<file path="config.mk">
export PLATFORM = sky130hd
export DESIGN_NAME = keypad_multitap
export DESIGN_NICKNAME = d
export VERILOG_FILES = /design/src/rtl/keypad_pkg.sv /design/src/rtl/keypad_scan_debounce.sv /design/src/rtl/keypad_multitap.sv
export SDC_FILE = /design/constraint.sdc
export NUM_CORES = 1
export LEC_CHECK = 0
export BUFFER_PORTS_ARGS = -buffer_cell sky130_fd_sc_hd__buf_2
export CAP_MARGIN = 0
export CORE_MARGIN = 5
export CORE_UTILIZATION = 40
export CTS_BUF_LIST = sky130_fd_sc_hd__clkbuf_8
export DETAILED_ROUTE_END_ITERATION = 12
export PLACE_DENSITY = 0.57
export SYNTH_ARGS = -nofsm -noshare
export SYNTH_HDL_FRONTEND = slang
export SYNTH_SLANG_ARGS = --single-unit
</file>
<file path="constraint.sdc">
create_clock -name clk -period 3 [get_ports clk]
set_input_delay 0.45 -clock clk [delete_from_list [all_inputs] [get_ports clk]]
set_output_delay 0.45 -clock clk [all_outputs]
set_load 0.1 [all_outputs]
</file>
<file path="src/rtl/keypad_pkg.sv">
// Shared types and key tables for the multi-tap keypad.
// KEYPAD_CLEAR_KEY_EN makes R3C3 decode as CLEAR; otherwise it is an ignored key.
package keypad_pkg;

  typedef enum logic [3:0] {
    NONE   = 4'd0,
    K_ABC  = 4'd1,
    K_DEF  = 4'd2,
    K_GHI  = 4'd3,
    K_JKL  = 4'd4,
    K_MNO  = 4'd5,
    K_PQRS = 4'd6,
    K_TUV  = 4'd7,
    K_WXYZ = 4'd8,
    SUBMIT = 4'd9,
    CLEAR  = 4'd10
  } key_t;

  typedef enum logic [0:0] {
    ST_IDLE    = 1'b0,
    ST_PENDING = 1'b1
  } state_t;

  function automatic logic is_letter_key(input key_t k);
    return (k >= K_ABC) && (k <= K_WXYZ);
  endfunction

  function automatic logic [2:0] key_letter_count(input key_t k);
    case (k)
      K_PQRS, K_WXYZ:                               return 3'd4;
      K_ABC, K_DEF, K_GHI, K_JKL, K_MNO, K_TUV:     return 3'd3;
      default:                                      return 3'd1;
    endcase
  endfunction

  function automatic logic [7:0] key_base_ascii(input key_t k);
    case (k)
      K_ABC:   return 8'h41;
      K_DEF:   return 8'h44;
      K_GHI:   return 8'h47;
      K_JKL:   return 8'h4A;
      K_MNO:   return 8'h4D;
      K_PQRS:  return 8'h50;
      K_TUV:   return 8'h54;
      K_WXYZ:  return 8'h57;
      default: return 8'h00;
    endcase
  endfunction

  // row[3] is R0, so it is tested first to give R0 priority within a column.
  function automatic key_t decode_column(input logic [1:0] col, input logic [3:0] row);
    case (col)
      2'd0: begin
        if (row[3])      return K_ABC;
        else if (row[2]) return K_JKL;
        else if (row[1]) return K_TUV;
        else if (row[0]) return SUBMIT;
        else             return NONE;
      end
      2'd1: begin
        if (row[3])      return K_DEF;
        else if (row[2]) return K_MNO;
        else if (row[1]) return K_WXYZ;
        else             return NONE;
      end
      2'd2: begin
        if (row[3])      return K_GHI;
        else if (row[2]) return K_PQRS;
        else             return NONE;
      end
      default: begin
`ifdef KEYPAD_CLEAR_KEY_EN
        if (row[0])      return CLEAR;
        else             return NONE;
`else
        return NONE;
`endif
      end
    endcase
  endfunction

endpackage

</file>
<file path="src/rtl/keypad_scan_debounce.sv">
// Column scanner and frame debouncer: produces the debounced key and a
// one-cycle press event on each NONE -> key transition.
module keypad_scan_debounce
  import keypad_pkg::*;
#(
  parameter int SCAN_DIV        = 4,
  parameter int DEBOUNCE_FRAMES = 2
) (
  input  logic       clk,
  input  logic       rst,
  input  logic [3:0] row_in,
  output logic [3:0] col_out,
  output key_t       key_o,
  output logic       press_o
);

  localparam int DIV_W = (SCAN_DIV > 1) ? $clog2(SCAN_DIV) : 1;
  localparam int CNT_W = $clog2(DEBOUNCE_FRAMES + 1);
  localparam logic [DIV_W-1:0] DIV_LAST = DIV_W'(SCAN_DIV - 1);
  localparam logic [CNT_W-1:0] CNT_MAX  = CNT_W'(DEBOUNCE_FRAMES);

  logic [DIV_W-1:0] div_q, div_d;
  logic [3:0]       col_q, col_d;
  logic [1:0]       col_idx_q, col_idx_d;
  key_t             frame_q, frame_d, cand_q, cand_d, deb_q, deb_d;
  logic [CNT_W-1:0] cnt_q, cnt_d;
  logic             press_q, press_d;
  key_t             col_key_s;

  always_ff @(posedge clk or posedge rst) begin
    if (rst) begin
      div_q     <= '0;
      col_q     <= 4'b0001;
      col_idx_q <= 2'd0;
      frame_q   <= NONE;
      cand_q    <= NONE;
      cnt_q     <= '0;
      deb_q     <= NONE;
      press_q   <= 1'b0;
    end else begin
      div_q     <= div_d;
      col_q     <= col_d;
      col_idx_q <= col_idx_d;
      frame_q   <= frame_d;
      cand_q    <= cand_d;
      cnt_q     <= cnt_d;
      deb_q     <= deb_d;
      press_q   <= press_d;
    end
  end

  always_comb begin
    div_d     = div_q;
    col_d     = col_q;
    col_idx_d = col_idx_q;
    frame_d   = frame_q;
    cand_d    = cand_q;
    cnt_d     = cnt_q;
    deb_d     = deb_q;
    press_d   = 1'b0;
    col_key_s = decode_column(col_idx_q, row_in);
    if (div_q == DIV_LAST) begin
      div_d     = '0;
      col_d     = {col_q[2:0], col_q[3]};
      col_idx_d = col_idx_q + 2'd1;
      // C0 starts a new frame; later columns only fill in if nothing was seen yet.
      if ((col_idx_q == 2'd0) || (frame_q == NONE)) begin
        frame_d = col_key_s;
      end else begin
        frame_d = frame_q;
      end
      if (col_idx_q == 2'd3) begin
        if (frame_d == cand_q) begin
          cnt_d = (cnt_q == CNT_MAX) ? cnt_q : cnt_q + CNT_W'(1);
        end else begin
          cand_d = frame_d;
          cnt_d  = CNT_W'(1);
        end
        if ((cnt_d >= CNT_MAX) && (deb_q != cand_d)) begin
          deb_d   = cand_d;
          press_d = (deb_q == NONE);
        end else begin
          deb_d   = deb_q;
        end
      end else begin
        cnt_d = cnt_q;
      end
    end else begin
      div_d = div_q + DIV_W'(1);
    end
  end

  assign col_out = col_q;
  assign key_o   = deb_q;
  assign press_o = press_q;

endmodule

</file>
<file path="src/rtl/keypad_multitap.sv">
// Multi-tap letter entry on top of the scanned keypad.
// KEYPAD_CLEAR_KEY_EN enables the R3C3 clear key.
module keypad_multitap
  import keypad_pkg::*;
#(
  parameter int SCAN_DIV        = 4,
  parameter int DEBOUNCE_FRAMES = 2,
  parameter int TAP_TIMEOUT     = 200
) (
  input  logic       clk,
  input  logic       rst,
  input  logic [3:0] row_in,
  output logic [3:0] col_out,
  output logic [7:0] cur_letter,
  output logic       letter_valid,
  output logic [7:0] letter,
  output logic       error
);

  localparam int TMR_W = $clog2(TAP_TIMEOUT + 1);
  localparam logic [TMR_W-1:0] TMR_MAX = TMR_W'(TAP_TIMEOUT);

  key_t             deb_key_s;
  logic             press_s;
  state_t           state_q, state_d;
  key_t             key_q, key_d;
  logic [1:0]       idx_q, idx_d;
  logic [2:0]       next_idx_s;
  logic [TMR_W-1:0] tmr_q, tmr_d;
  logic [7:0]       cur_q, cur_d, letter_q, letter_d;
  logic             valid_q, valid_d, err_q, err_d;

  keypad_scan_debounce #(
    .SCAN_DIV        (SCAN_DIV),
    .DEBOUNCE_FRAMES (DEBOUNCE_FRAMES)
  ) u_scan (
    .clk     (clk),
    .rst     (rst),
    .row_in  (row_in),
    .col_out (col_out),
    .key_o   (deb_key_s),
    .press_o (press_s)
  );

  always_ff @(posedge clk or posedge rst) begin
    if (rst) begin
      state_q  <= ST_IDLE;
      key_q    <= NONE;
      idx_q    <= 2'd0;
      tmr_q    <= '0;
      cur_q    <= 8'd0;
      letter_q <= 8'd0;
      valid_q  <= 1'b0;
      err_q    <= 1'b0;
    end else begin
      state_q  <= state_d;
      key_q    <= key_d;
      idx_q    <= idx_d;
      tmr_q    <= tmr_d;
      cur_q    <= cur_d;
      letter_q <= letter_d;
      valid_q  <= valid_d;
      err_q    <= err_d;
    end
  end

  always_comb begin
    state_d    = state_q;
    key_d      = key_q;
    idx_d      = idx_q;
    letter_d   = letter_q;
    valid_d    = 1'b0;
    err_d      = 1'b0;
    next_idx_s = {1'b0, idx_q} + 3'd1;
    if ((state_q == ST_PENDING) && (tmr_q != TMR_MAX)) begin
      tmr_d = tmr_q + TMR_W'(1);
    end else begin
      tmr_d = tmr_q;
    end
    if (press_s) begin
      if (is_letter_key(deb_key_s)) begin
        // Same key inside the tap window advances; anything else restarts on the new key.
        if ((state_q == ST_PENDING) && (deb_key_s == key_q) && (tmr_q != TMR_MAX)) begin
          idx_d = (next_idx_s == key_letter_count(key_q)) ? 2'd0 : next_idx_s[1:0];
        end else begin
          idx_d = 2'd0;
          key_d = deb_key_s;
        end
        state_d = ST_PENDING;
        tmr_d   = '0;
      end else if (deb_key_s == SUBMIT) begin
        if (state_q == ST_PENDING) begin
          letter_d = cur_q;
          valid_d  = 1'b1;
          state_d  = ST_IDLE;
        end else begin
          err_d    = 1'b1;
        end
      end else begin
`ifdef KEYPAD_CLEAR_KEY_EN
        if ((deb_key_s == CLEAR) && (state_q == ST_PENDING)) begin
          state_d = ST_IDLE;
        end else begin
          state_d = state_q;
        end
`else
        state_d = state_q;
`endif
      end
    end else begin
      state_d = state_q;
    end
    if (state_d == ST_PENDING) begin
      cur_d = key_base_ascii(key_d) + {6'd0, idx_d};
    end else begin
      cur_d = 8'd0;
    end
  end

  assign cur_letter   = cur_q;
  assign letter       = letter_q;
  assign letter_valid = valid_q;
  assign error        = err_q;

endmodule
</file>
==> reports/results.md <==
| Metric | Value |
| --- | --- |
| Vias per Instance | 5.10 |
| Final number of max-transition violations | 0 |
| CTS sink cnt | 54 |
| Largest driver fanout on the critical path | 5 |
| Worst slack, placed | 0.190 ns |
| Residual DRC | 0 |
| WP buf/inv | 0 |
| Multi-input combinational cell area | 1590 µm² |
| Largest clock skew in the final design | 0.0114 ns |
| CTS tree | done |
| Leakage power figure | 1.68 nW |
| # diodes | 0 |
| Total routed wirelength | 6170 µm |
| Wire length of the first global-routing pass | 10800 µm |
| Top delay family on crit path | compound AO/OA/AOI/OAI gates |
| Type of the worst setup path | reg2reg |
| H-Tree Level Count | 2 |
| Share of layout cells above drive strength 1 | 0.222 |
| Number of post-CTS setup repair buffers | 0 |
| Power density cells | 447 nW/µm² |
| Number of instances in the placed design | 441 |
| Met3 routing resource usage after global routing | 0.0223 |
| Worst slew margin relative to its limit | 0.621 |
| Final core utilization | 0.453 |
| Antenna violations before repair | 0 |
| Number of max-cap violations | 0 |
| Met2 GRT Util | 0.214 |
| Period minus WS final | 2.83 ns |
| Setup slack of the most critical reg-to-reg path | 0.17 ns |
| Endpoint of the lowest-slack register-to-register path | cur_letter[4]$_DFF_PP0_ |
| FF-to-FF Start | key_q[1]$_DFF_PP0_ |
| Cell area reported after detailed placement | 3340 µm² |
| Fraction of synthesized area in multiplexers | 0.0639 |
| Number of standard-cell rows in the floorplan | 32 |
| Number of synthesized register bits | 54 |
| Setup violators final | 0 |
| Detailed-route via count | 2292 |
| Fraction of synthesized cell area in xor and xnor cells | 0.0485 |
| Required time of the critical path | 3.19 ns |
| Period utilization | 0.942 |
| CTS Hold Bufs | 0 |
| First DRT Iteration DRCs | 155 |
| Synth Cell Area | 3070 µm² |
| Result of the run | finished clean |
| Synth Flop Type | dfrtp_1 |
| Simple-gate share of the synthesized area | 0.205 |
| Overall die area | 9540 µm² |
| Core Region | 7610 µm² |
| Area of all placed cells without fillers | 3450 µm² |
| Combinational family with the most area after synthesis | simple AND/OR/NAND/NOR gates |
| Setup repair after global routing missed its margin | false |
| Design Power | 1.54 mW |
| Nets | 365 |
| Number of top-level design ports | 28 |
| FFs w/ async S/R, synth | 1.00 |
| Cell depth of the worst setup path | 11 |
| Seq/Total Area, Yosys | 0.440 |
| Initial Utilization | 0.404 |
| Post-synthesis compound-gate area fraction | 0.139 |
| Unique cell type count in the Yosys netlist | 60 |
| Maximum clock insertion buffer count | 2 |
| Warnings from Yosys | 0 |
| Number of flops mapped to enable cells by yosys | 0 |
| Clock buffers created by TritonCTS | 5 |
| Worst hold margin | 0.0597 ns |
| Clock Tree Root | clkbuf_8 |
| Sequential cell area | 1360 µm² |
| Maximum achievable frequency | 354 MHz |
| Commonest non-fill, non-tap cell in the layout | dfrtp_1 |
| Critical path origin | key_q[1]$_DFF_PP0_ |
| Final number of hold-violating endpoints | 0 |
| Post-CTS clock slew at the launch and capture registers of the worst setup and hold paths | 0.10 ns |
| Die outline height | 97.7 µm |
| Avg WL per Cell | 13.7 µm |
| Insertion delay of the later-clocked pin in the worst-skew pair | 0.31 ns |
| Area growth, synth to finish | 12.1% |
| Largest net degree at the start of global routing | 28 |
| Final WS setup | 0.173 ns |
| Adder-cell share of the synthesized area | 0.0554 |
| Largest incremental delay on the critical path | 0.50 ns |
| Top library cells by usage in the layout, fill and taps aside | dfrtp_1 (51), nand2_1 (42), buf_2 (25) |
| Layer with the highest usage | met2 |
| Number of routed nets with antenna violations | 0 |
| Global-route congestion overflow total | 0 |
| Measured slew at the worst slew-check pin | 0.568 ns |
| Horizontal die dimension | 97.7 µm |
| Class of the most critical hold timing path | in2async |
| Kind of capture point of the worst setup path | flip-flop |
| Filler Cells Inserted | 762 |
| Met1 capacity usage during global routing | 0.193 |
| Mean Syn Cell Area | 9.79 µm² |
| Number of cells in the finished layout apart from fillers | 449 |
| Total Routing Usage GR | 0.137 |
| Crit-path slowest cell | or3b_2 |
| Drt pass-1 iters | 4 |
| Type of origin of the critical path | flip-flop |
| Maximum VDD drop | 0.191 mV |
| Number of global-route vias before repair | 2221 |
| Number of instances in the synthesized netlist | 314 |
| Setup TNS | 0 ns |
| Arrival time reported for the critical path endpoint | 3.01 ns |
| Number of buffers added on ports | 25 |
| Critical path, cell by cell | or3b_2 -> a21oi_2 -> nand3_1 -> o31ai_1 -> a21oi_1 -> mux2_2 -> ha_1 -> fa_1 -> a21oi_1 -> a2bb2oi_1 -> nor2_1 |
| Placer congestion estimate | 0.765 |
| Path depth of the worst reg2reg path | 11 |
| Library cell appearing most often on the critical path | a21oi_1 |
| Post-DP HPWL | 4560 µm |
## sequential cells by signal (all words and copies together) (netlist names)
register / flops
tmr_q: 8
cur_letter: 7
letter: 7
key_q: 4
u_scan.cand_q: 4
u_scan.col_out: 4
u_scan.frame_q: 4
u_scan.key_o: 4
idx_q: 2
u_scan.cnt_q: 2
u_scan.col_idx_q: 2
u_scan.div_q: 2
error: 1
letter_valid: 1
state_q: 1
u_scan.press_o: 1
## final cells by class
cell class	count	area share
Timing Repair Buffer	36	0.0603
Tap cell	102	0.0370
Clock inverter	2	0.00508
Multi-Input combinational cell	231	0.461
Clock buffer	6	0.0240
Sequential cell	54	0.393
Inverter	18	0.0196
## timing repair
| action | CTS | global route |
|---|---|---|
| resized for setup | 0 | 3 |
| endpoints found under the hold margin | 0 | 0 |
| setup endpoints to repair | 0 | 1 |
## worst max path at each step
stage	end	slack, ns
floorplan	cur_letter[4]$_DFF_PP0_	0.37
global placement	cur_letter[4]$_DFF_PP0_	0.21
detailed placement	cur_letter[4]$_DFF_PP0_	0.19
CTS	cur_letter[4]$_DFF_PP0_	0.18
global route	cur_letter[4]$_DFF_PP0_	0.006
finish	cur_letter[4]$_DFF_PP0_	0.17
## cell families (layout without fill, tap and decap cells)
kind of cell    count (synthesis)  after routing
buf+inv                        31             62
other cells                     1              3
compound gates                 60             60
fa+ha+maj                      13             13
xor+xnor                       17             17
mux                            17             17
flops                          54             54
simple gates                  121            121
## synthesized netlist by cell type, types with 2 or more instances
cell type	count	area, µm²
dfrtp_1	53	1330
nand2_1	42	158
nor2_1	23	86.3
inv_1	17	63.8
a21oi_1	16	80.1
o21ai_0	16	80.1
ha_1	12	150
mux2_2	11	124
xor2_1	10	87.6
nand2b_1	8	50.1
clkbuf_1	7	26.3
nand3_1	7	35.0
xnor2_1	7	61.3
mux2i_1	5	50.1
nand3b_1	5	37.5
nor4_1	5	31.3
and2_1	4	25.0
nor3_1	4	20.0
o31ai_1	4	30.0
or3_1	4	25.0
and3_1	3	18.8
buf_4	3	22.5
o21a_1	3	22.5
a221oi_2	2	30.0
a32oi_1	2	17.5
buf_6	2	22.5
nand4_1	2	12.5
nor2b_1	2	12.5
o21bai_1	2	15.0
o22ai_1	2	12.5
or2_2	2	12.5
## layer usage
| metal | part of all wire | vias to the layer above |
|---|---|---|
| met2 | 0.47 | 29 |
| met3 | 0.031 | 4 |
| li1 | - | 1143 |
| met4 | 0.013 | 0 |
| met5 | 0 | - |
| met1 | 0.49 | 1116 |
## power by group
group          switching, mW  leakage (nW)  internal, mW
clock                  0.240        0.0514         0.190
sequential            0.0652         0.724         0.767
combinational          0.150         0.902         0.128
Power figures use the tool's default switching activity.
